[src/rtl/fatori_mon_err_log_if.sv]
// Log record stream from the error monitor to its consumer.
//   log_valid_o  producer has a record on the bus
//   log_ready_i  consumer accepts the record (handshake on valid && ready)
//   log_src_o    source index of the record
//   log_kind_o   0 = minority, 1 = majority, 2 = scrub
//   log_ts_o     timestamp captured when the record entered the FIFO
interface fatori_mon_err_log_if #(
  parameter int unsigned NSRC = 4,
  parameter int unsigned CW   = 16
);
  localparam int unsigned SW = (NSRC > 1) ? $clog2(NSRC) : 1;

  logic          log_valid_o;
  logic          log_ready_i;
  logic [SW-1:0] log_src_o;
  logic [1:0]    log_kind_o;
  logic [CW-1:0] log_ts_o;

  modport master (
    output log_valid_o,
    output log_src_o,
    output log_kind_o,
    output log_ts_o,
    input  log_ready_i
  );

  modport slave (
    input  log_valid_o,
    input  log_src_o,
    input  log_kind_o,
    input  log_ts_o,
    output log_ready_i
  );
endinterface

[src/rtl/fatori_mon_err_log.sv]
// Error event monitor for NSRC voter wrappers.
// Rising edges on the minority / majority / scrub levels are counted per
// source (saturating), flagged as pending, and arbitrated one per cycle into
// a DEPTH-entry log FIFO with a free-running timestamp.
// Ports:
//   clk_i, rst_ni                 clock, asynchronous active-low reset
//   src_min_err_i/src_maj_err_i/src_scrub_i  per-source error levels
//   clr_i                         synchronous clear of counters, flags, pending, FIFO
//   log                           record stream (master side)
//   min_cnt_o/maj_cnt_o/scrub_cnt_o  packed counters, source s at [s*CW +: CW]
//   maj_sticky_o                  majority error seen since reset/clear
//   overflow_o                    record lost since reset/clear
module fatori_mon_err_log #(
  parameter int unsigned NSRC  = 4,
  parameter int unsigned CW    = 16,
  parameter int unsigned DEPTH = 4
) (
  input  logic                 clk_i,
  input  logic                 rst_ni,
  input  logic [NSRC-1:0]      src_min_err_i,
  input  logic [NSRC-1:0]      src_maj_err_i,
  input  logic [NSRC-1:0]      src_scrub_i,
  input  logic                 clr_i,
  fatori_mon_err_log_if.master log,
  output logic [NSRC*CW-1:0]   min_cnt_o,
  output logic [NSRC*CW-1:0]   maj_cnt_o,
  output logic [NSRC*CW-1:0]   scrub_cnt_o,
  output logic                 maj_sticky_o,
  output logic                 overflow_o
);
  localparam int unsigned SW = (NSRC > 1) ? $clog2(NSRC) : 1;
  localparam int unsigned AW = $clog2(DEPTH);
  localparam logic [AW:0]   PTR_ONE = {{AW{1'b0}}, 1'b1};
  localparam logic [CW-1:0] CNT_ONE = {{(CW-1){1'b0}}, 1'b1};

  typedef enum logic [1:0] {
    KIND_MIN   = 2'd0,
    KIND_MAJ   = 2'd1,
    KIND_SCRUB = 2'd2
  } kind_e;

  logic [NSRC-1:0] min_q, maj_q, scr_q;
  logic [NSRC-1:0] ev_min, ev_maj, ev_scr;
  logic [NSRC-1:0] pend_min, pend_maj, pend_scr;
  logic [NSRC-1:0] gnt_min, gnt_maj, gnt_scr;
  logic            push, pop, full, empty, can_push, lost;
  logic [SW-1:0]   push_src;
  kind_e           push_kind;
  logic [CW-1:0]   ts_q;
  logic [AW:0]     wr_ptr, rd_ptr;
  logic [SW-1:0]   mem_src  [DEPTH];
  logic [1:0]      mem_kind [DEPTH];
  logic [CW-1:0]   mem_ts   [DEPTH];

  assign ev_min = src_min_err_i & ~min_q;
  assign ev_maj = src_maj_err_i & ~maj_q;
  assign ev_scr = src_scrub_i   & ~scr_q;

  assign empty    = (wr_ptr == rd_ptr);
  assign full     = (wr_ptr[AW] != rd_ptr[AW]) && (wr_ptr[AW-1:0] == rd_ptr[AW-1:0]);
  assign pop      = !empty && log.log_ready_i;
  assign can_push = !full || pop;

  // A repeat event only loses a record if its pending bit is not being
  // pushed this cycle; when it is, the new event simply re-arms the bit.
  assign lost = |(ev_min & pend_min & ~gnt_min) |
                |(ev_maj & pend_maj & ~gnt_maj) |
                |(ev_scr & pend_scr & ~gnt_scr);

  // Priority: majority, then minority, then scrub; lowest source first.
  always_comb begin
    gnt_min   = '0;
    gnt_maj   = '0;
    gnt_scr   = '0;
    push      = 1'b0;
    push_src  = '0;
    push_kind = KIND_MIN;
    if (can_push && !clr_i) begin
      for (int unsigned s = 0; s < NSRC; s++) begin
        if (!push && pend_maj[s]) begin
          push = 1'b1; push_src = SW'(s); push_kind = KIND_MAJ; gnt_maj[s] = 1'b1;
        end
      end
      for (int unsigned s = 0; s < NSRC; s++) begin
        if (!push && pend_min[s]) begin
          push = 1'b1; push_src = SW'(s); push_kind = KIND_MIN; gnt_min[s] = 1'b1;
        end
      end
      for (int unsigned s = 0; s < NSRC; s++) begin
        if (!push && pend_scr[s]) begin
          push = 1'b1; push_src = SW'(s); push_kind = KIND_SCRUB; gnt_scr[s] = 1'b1;
        end
      end
    end
  end

  // Edge-detect samples and timestamp keep running through clr_i.
  always_ff @(posedge clk_i or negedge rst_ni) begin
    if (!rst_ni) begin
      min_q <= '0;
      maj_q <= '0;
      scr_q <= '0;
      ts_q  <= '0;
    end else begin
      min_q <= src_min_err_i;
      maj_q <= src_maj_err_i;
      scr_q <= src_scrub_i;
      ts_q  <= ts_q + CNT_ONE;
    end
  end

  always_ff @(posedge clk_i or negedge rst_ni) begin
    if (!rst_ni) begin
      min_cnt_o    <= '0;
      maj_cnt_o    <= '0;
      scrub_cnt_o  <= '0;
      pend_min     <= '0;
      pend_maj     <= '0;
      pend_scr     <= '0;
      maj_sticky_o <= 1'b0;
      overflow_o   <= 1'b0;
      wr_ptr       <= '0;
      rd_ptr       <= '0;
    end else if (clr_i) begin
      min_cnt_o    <= '0;
      maj_cnt_o    <= '0;
      scrub_cnt_o  <= '0;
      pend_min     <= '0;
      pend_maj     <= '0;
      pend_scr     <= '0;
      maj_sticky_o <= 1'b0;
      overflow_o   <= 1'b0;
      wr_ptr       <= '0;
      rd_ptr       <= '0;
    end else begin
      pend_min <= (pend_min & ~gnt_min) | ev_min;
      pend_maj <= (pend_maj & ~gnt_maj) | ev_maj;
      pend_scr <= (pend_scr & ~gnt_scr) | ev_scr;
      if (|ev_maj) maj_sticky_o <= 1'b1;
      if (lost)    overflow_o   <= 1'b1;
      if (push)    wr_ptr       <= wr_ptr + PTR_ONE;
      if (pop)     rd_ptr       <= rd_ptr + PTR_ONE;
      for (int unsigned s = 0; s < NSRC; s++) begin
        if (ev_min[s] && (min_cnt_o[s*CW +: CW] != '1))
          min_cnt_o[s*CW +: CW] <= min_cnt_o[s*CW +: CW] + CNT_ONE;
        if (ev_maj[s] && (maj_cnt_o[s*CW +: CW] != '1))
          maj_cnt_o[s*CW +: CW] <= maj_cnt_o[s*CW +: CW] + CNT_ONE;
        if (ev_scr[s] && (scrub_cnt_o[s*CW +: CW] != '1))
          scrub_cnt_o[s*CW +: CW] <= scrub_cnt_o[s*CW +: CW] + CNT_ONE;
      end
    end
  end

  // Storage needs no reset: outputs are masked while the FIFO is empty.
  always_ff @(posedge clk_i) begin
    if (push) begin
      mem_src[wr_ptr[AW-1:0]]  <= push_src;
      mem_kind[wr_ptr[AW-1:0]] <= push_kind;
      mem_ts[wr_ptr[AW-1:0]]   <= ts_q;
    end
  end

  always_comb begin
    log.log_valid_o = !empty;
    log.log_src_o   = empty ? '0 : mem_src[rd_ptr[AW-1:0]];
    log.log_kind_o  = empty ? '0 : mem_kind[rd_ptr[AW-1:0]];
    log.log_ts_o    = empty ? '0 : mem_ts[rd_ptr[AW-1:0]];
  end
endmodule
[src/flat_wrapper.sv]
// flat-port wrapper written by rule: the top's interface ports become plain ports
module fatori_mon_err_log_flat 
#(
  parameter int unsigned NSRC  = 4,
  parameter int unsigned CW    = 16,
  parameter int unsigned DEPTH = 4
)
  (clk_i, rst_ni, src_min_err_i, src_maj_err_i, src_scrub_i, clr_i, min_cnt_o, maj_cnt_o, scrub_cnt_o, maj_sticky_o, overflow_o, log_log_valid_o, log_log_src_o, log_log_kind_o, log_log_ts_o, log_log_ready_i);
  fatori_mon_err_log_if #(.NSRC(NSRC), .CW(CW)) log_i ();
  input  logic clk_i;
  input  logic rst_ni;
  input  logic [NSRC-1:0] src_min_err_i;
  input  logic [NSRC-1:0] src_maj_err_i;
  input  logic [NSRC-1:0] src_scrub_i;
  input  logic clr_i;
  output logic [NSRC*CW-1:0] min_cnt_o;
  output logic [NSRC*CW-1:0] maj_cnt_o;
  output logic [NSRC*CW-1:0] scrub_cnt_o;
  output logic maj_sticky_o;
  output logic overflow_o;
  output wire logic [$bits(log_i.log_valid_o)-1:0] log_log_valid_o;
  output wire logic [$bits(log_i.log_src_o)-1:0] log_log_src_o;
  output wire logic [$bits(log_i.log_kind_o)-1:0] log_log_kind_o;
  output wire logic [$bits(log_i.log_ts_o)-1:0] log_log_ts_o;
  input wire logic [$bits(log_i.log_ready_i)-1:0] log_log_ready_i;
  assign log_log_valid_o = log_i.log_valid_o;
  assign log_log_src_o = log_i.log_src_o;
  assign log_log_kind_o = log_i.log_kind_o;
  assign log_log_ts_o = log_i.log_ts_o;
  assign log_i.log_ready_i = log_log_ready_i;
  fatori_mon_err_log #(.NSRC(NSRC), .CW(CW), .DEPTH(DEPTH)) u_core (.clk_i(clk_i), .rst_ni(rst_ni), .src_min_err_i(src_min_err_i), .src_maj_err_i(src_maj_err_i), .src_scrub_i(src_scrub_i), .clr_i(clr_i), .log(log_i), .min_cnt_o(min_cnt_o), .maj_cnt_o(maj_cnt_o), .scrub_cnt_o(scrub_cnt_o), .maj_sticky_o(maj_sticky_o), .overflow_o(overflow_o));
endmodule
[config.mk]
export PLATFORM = sky130hd
export DESIGN_NAME = fatori_mon_err_log_flat
export DESIGN_NICKNAME = d
export VERILOG_FILES = /design/src/rtl/fatori_mon_err_log_if.sv /design/src/rtl/fatori_mon_err_log.sv /design/src/flat_wrapper.sv
export SDC_FILE = /design/constraint.sdc
export NUM_CORES = 1
export LEC_CHECK = 0
export ABC_AREA = 1
export CAP_MARGIN = 20
export CORE_MARGIN = 3
export CORE_UTILIZATION = 59
export DETAILED_ROUTE_END_ITERATION = 16
export GPL_TIMING_DRIVEN = 0
export PLACE_DENSITY = 0.95
export RECOVER_POWER = 100
export SETUP_SLACK_MARGIN = 0.4
export SKIP_LAST_GASP = 1
export SYNTH_ARGS = -nofsm -noshare
export SYNTH_HDL_FRONTEND = slang
export SYNTH_SLANG_ARGS = --single-unit
[constraint.sdc]
create_clock -name clk_i -period 5.7 [get_ports clk_i]
set_input_delay 1.14 -clock clk_i [delete_from_list [all_inputs] [get_ports clk_i]]
set_output_delay 1.14 -clock clk_i [all_outputs]
set_load 0.03 [all_outputs]
==> reports/summary.log <==
[run_status] result of the run finished, violations left
[run_status] failing checks capacitance limit, slew limit
[yosys] count of distinct cell types in the synthesized netlist 38
[global_route] largest net degree at the start of global routing 112
[finish] fill cell count 1754
[clocking] post-CTS setup-driven buffer insertion count 0
[yosys] synthesized area 15800 µm²
[clocking] number of hold buffers added after CTS 0
[drt] number of iterations in the first detailed-routing pass 6
[timing] Clock Skews 0.0187 ns
[placement] detailed-placement wirelength estimate 32.8 mm
[timing] worst-case hold slack 0.526 ns
[critical_path] maximum fanout along the worst path 12
[critical_path] Setup Crit Path Kind primary input to flip-flop
[floorplanning] die outline width 170 µm
[yosys] Syn Area/Cell 8.38 µm²
[floorplanning] site row count 59
[critical_path] endpoint arrival time on the critical path 4.29 ns
[clocking] TritonCTS clock tree yes
[critical_path] cell-by-cell trace of the critical path dlygate4sd3_1 > nor2_1 > nand2_1 > nand2_1 > inv_1 > nand2_1 > nor2_1 > clkbuf_1
[finish] footprint of the multi-input gates 6190 µm²
[critical_path] Critical Path RT 5.83 ns
[clocking] clock input transition at the sequential cells of the worst setup and hold paths 0.06 ns
[finish] top library cells by usage in the layout, fill and taps aside nand2_1, nor2_1, inv_1
[placement] gpl congestion 0.942
[floorplanning] effective utilization at floorplan 60.3%
[global_route] total grt overflow 0
[finish] storage element area 8410 µm²
[timing] unrepaired setup endpoints after global routing no
[critical_path] element type at the critical path end flip-flop
[power] Power Density 297 nW/µm²
[clocking] CTS Buffer Depth 3
[drt] vias 15192
[floorplanning] # IOs 231
[yosys] warnings from Yosys 0
[drt] wire length reported by the detailed router 48.6 mm
[yosys] number of cells produced by synthesis 1886
[timing] Worst Slack Setup Final 1.53 ns
[global_route] via count of the first global-routing pass 15317
[worst_hold_path] worst min-delay path class flip-flop to flip-flop
[clocking] htree depth 2
[timing] Final Cycle Share 73.1%
[timing] total count of hold-check failures in the final report 0
[global_route] first-pass GRT wire length 78.0 mm
[finish] n_diodes 0
[floorplanning] full die area 28800 µm²
[finish] most frequent standard cell in the layout excluding fill and tap cells nand2_1
[yosys] proportion of register bits with asynchronous set or reset after synthesis 75.0%
[timing] Max Freq 240 MHz
[timing] Final setup violation count 0
[clocking] Root Driver clkbuf_16
[timing] Worst-Margin Slew 1.70 ns
[yosys] number of flops mapped to enable cells by yosys 80
[critical_path] stage delay of the slowest cell on the critical path 0.74 ns
[clocking] number of buffers added by the clock tree synthesis step 34
[clocking] quantity of gates resized following cts 0
[power] LEAKAGE 8.87 nW
[drt] wire length per cell 19.3 µm
[placement] Worst Setup Slack post-DPL 2.28 ns
[finish] Area Overhead vs Synth 24.5%
[floorplanning] placeable core region 26200 µm²
[power] largest voltage drop on the vdd net 233 µV
[job] number of violations of the max-capacitance limit 1
[critical_path] most used cell, CP nand2_1
[timing] Worst slew margin -13.4%
[floorplanning] y dimension of the die 170 µm
[finish] Final Net Count 2191
[global_route] GRT Resource Usage Total 33.8%
[drt] 1st-iter DRT viols 1745
[drt] remaining routing DRC violations 0
[yosys] synthesis-stage register bit count 320
[yosys] sequential fraction of the synthesis area 53.2%
[yosys] ys flop type dfrtp_1
[critical_path] Slowest-stage cell, CP clkbuf_1
[placement] number of buffer cells added on primary ports 229
[timing] max-slew violation count 29
[finish] layout cell share with drive strength beyond 1 2.93%
[timing] final critical path time including I/O delays and setup 4.17 ns
[drt] Post-DRT Antenna Nets 0
[drt] vias per std cell 6.03
[yosys] synthesized netlist net count 1920
[critical_path] crit start category primary input
[clocking] # clock sinks 320
[global_route] initial antenna violation count 3
[clocking] clock network latency to the later pin of the worst-skew pair 0.52 ns
## worst max-delay path: cells and delay by family
kind / cells / cell delay (ns)
buffers and inverters: 3 / 1.59
and+or+nand+nor: 5 / 1.54
## cells by family (layout without fill, tap and decap cells)
group                    Yosys count  count (layout)  synth area share [%]
AND/OR/NAND/NOR                  882             882                  24.4
flip-flops                       320             320                  53.2
adder cells (fa/ha/maj)           18              18                  1.43
buffers and inverters            298             595                  7.25
XOR/XNOR                          49              49                  2.72
AO/OA/AOI/OAI                    319             319                  11.0
## power by group
part	leakage [nW]	internal, mW	total [mW]	switching, mW
clock network	0.570	1.40	2.30	0.903
registers	4.02	2.46	2.52	0.0620
logic	4.29	0.301	1.03	0.725
## state kept, by name, indices dropped and copies added (netlist names)
name,flops
u_core.scr_q,4
u_core.min_cnt_o,64
u_core.wr_ptr,3
u_core.ts_q,16
u_core.maj_sticky_o,1
u_core.min_q,4
u_core.mem_src,8
u_core.pend_scr,4
u_core.mem_kind,8
u_core.rd_ptr,3
u_core.scrub_cnt_o,64
u_core.mem_ts,64
u_core.pend_maj,4
u_core.maj_cnt_o,64
u_core.maj_q,4
u_core.pend_min,4
u_core.overflow_o,1
## per-layer routing
layer  part of all wire (%)  wire [µm]  global-route usage (%)  vias up
met5                  0.086         42                       0        -
met4                    5.2       2520                    17.8        6
met2                     48      23400                    55.7      932
met3                     11       5430                    9.71      205
li1                       -          -                       -     6849
met1                     35      17200                    40.5     7200
## cell type report
| type | count | area share, % |
|---|---|---|
| repair buffers | 235 | 12.0 |
| plain buffers | 52 | 0.992 |
| multi-input cells | 1268 | 31.5 |
| clock inverters | 11 | 0.674 |
| clock buffers | 51 | 5.28 |
| flip-flops and latches | 320 | 42.8 |
| well taps | 335 | 2.13 |
| inverters | 246 | 4.69 |
## cells in the mapped netlist, types with 2 or more instances
master    instances  share of area (%)
inv_1           242                5.7
buf_1             8               0.19
nand4_1          39                1.5
buf_4             3               0.14
o21ai_0         158                5.0
o31ai_1          12               0.57
nor2_2            4               0.16
nor4_1           19               0.75
a211oi_1         11               0.52
nor2_1          267                6.3
buf_2             7               0.22
dfrtp_1         240                 38
nand2_2           4               0.16
clkbuf_1         33               0.78
a31oi_1          14               0.55
inv_2             4              0.095
ha_1             18                1.4
xor2_1           42                2.3
o21bai_1          5               0.24
a41oi_1           2               0.11
xnor2_1           7               0.39
o21a_1            3               0.14
edfxtp_1         80                 15
nor3_1           86                2.7
nor3_2            8               0.51
a21oi_1          91                2.9
o22ai_1          20               0.79
nand2_1         304                7.2
and3_1           10               0.40
nand3_1         137                4.3
## metrics by stage
stage	setup TNS [ns]	area [µm²]	util, %	power, mW	cells
floorplan	0	15800	-	3.17	1886
global placement	-1597.14	18500	70.6	3.57	2450
detailed placement	0	18700	71.2	3.64	2456
CTS	0	19800	75.7	5.91	2518
global route	0	19700	75.0	6.07	2518
finish	0	19700	75.0	5.85	2518
## path summary, 6_finish.rpt
kind                             startpoint                      to  cells past startpoint  slack, ns
setup / recovery            log_log_ready_i     u_core.mem_ts[3][3]                      8       1.53
hold / removal              u_core.scr_q[2]      u_core.pend_scr[2]                      3       0.53
setup reg to reg           u_core.rd_ptr[0]     u_core.mem_ts[3][3]                     10       2.08
hold reg to reg             u_core.scr_q[2]      u_core.pend_scr[2]                      3       0.53
max in group asynchronous            rst_ni  u_core.scrub_cnt_o[40]                      3       2.87
min in group asynchronous            rst_ni    u_core.min_cnt_o[36]                      1       1.06
Power figures use the tool's default switching activity.
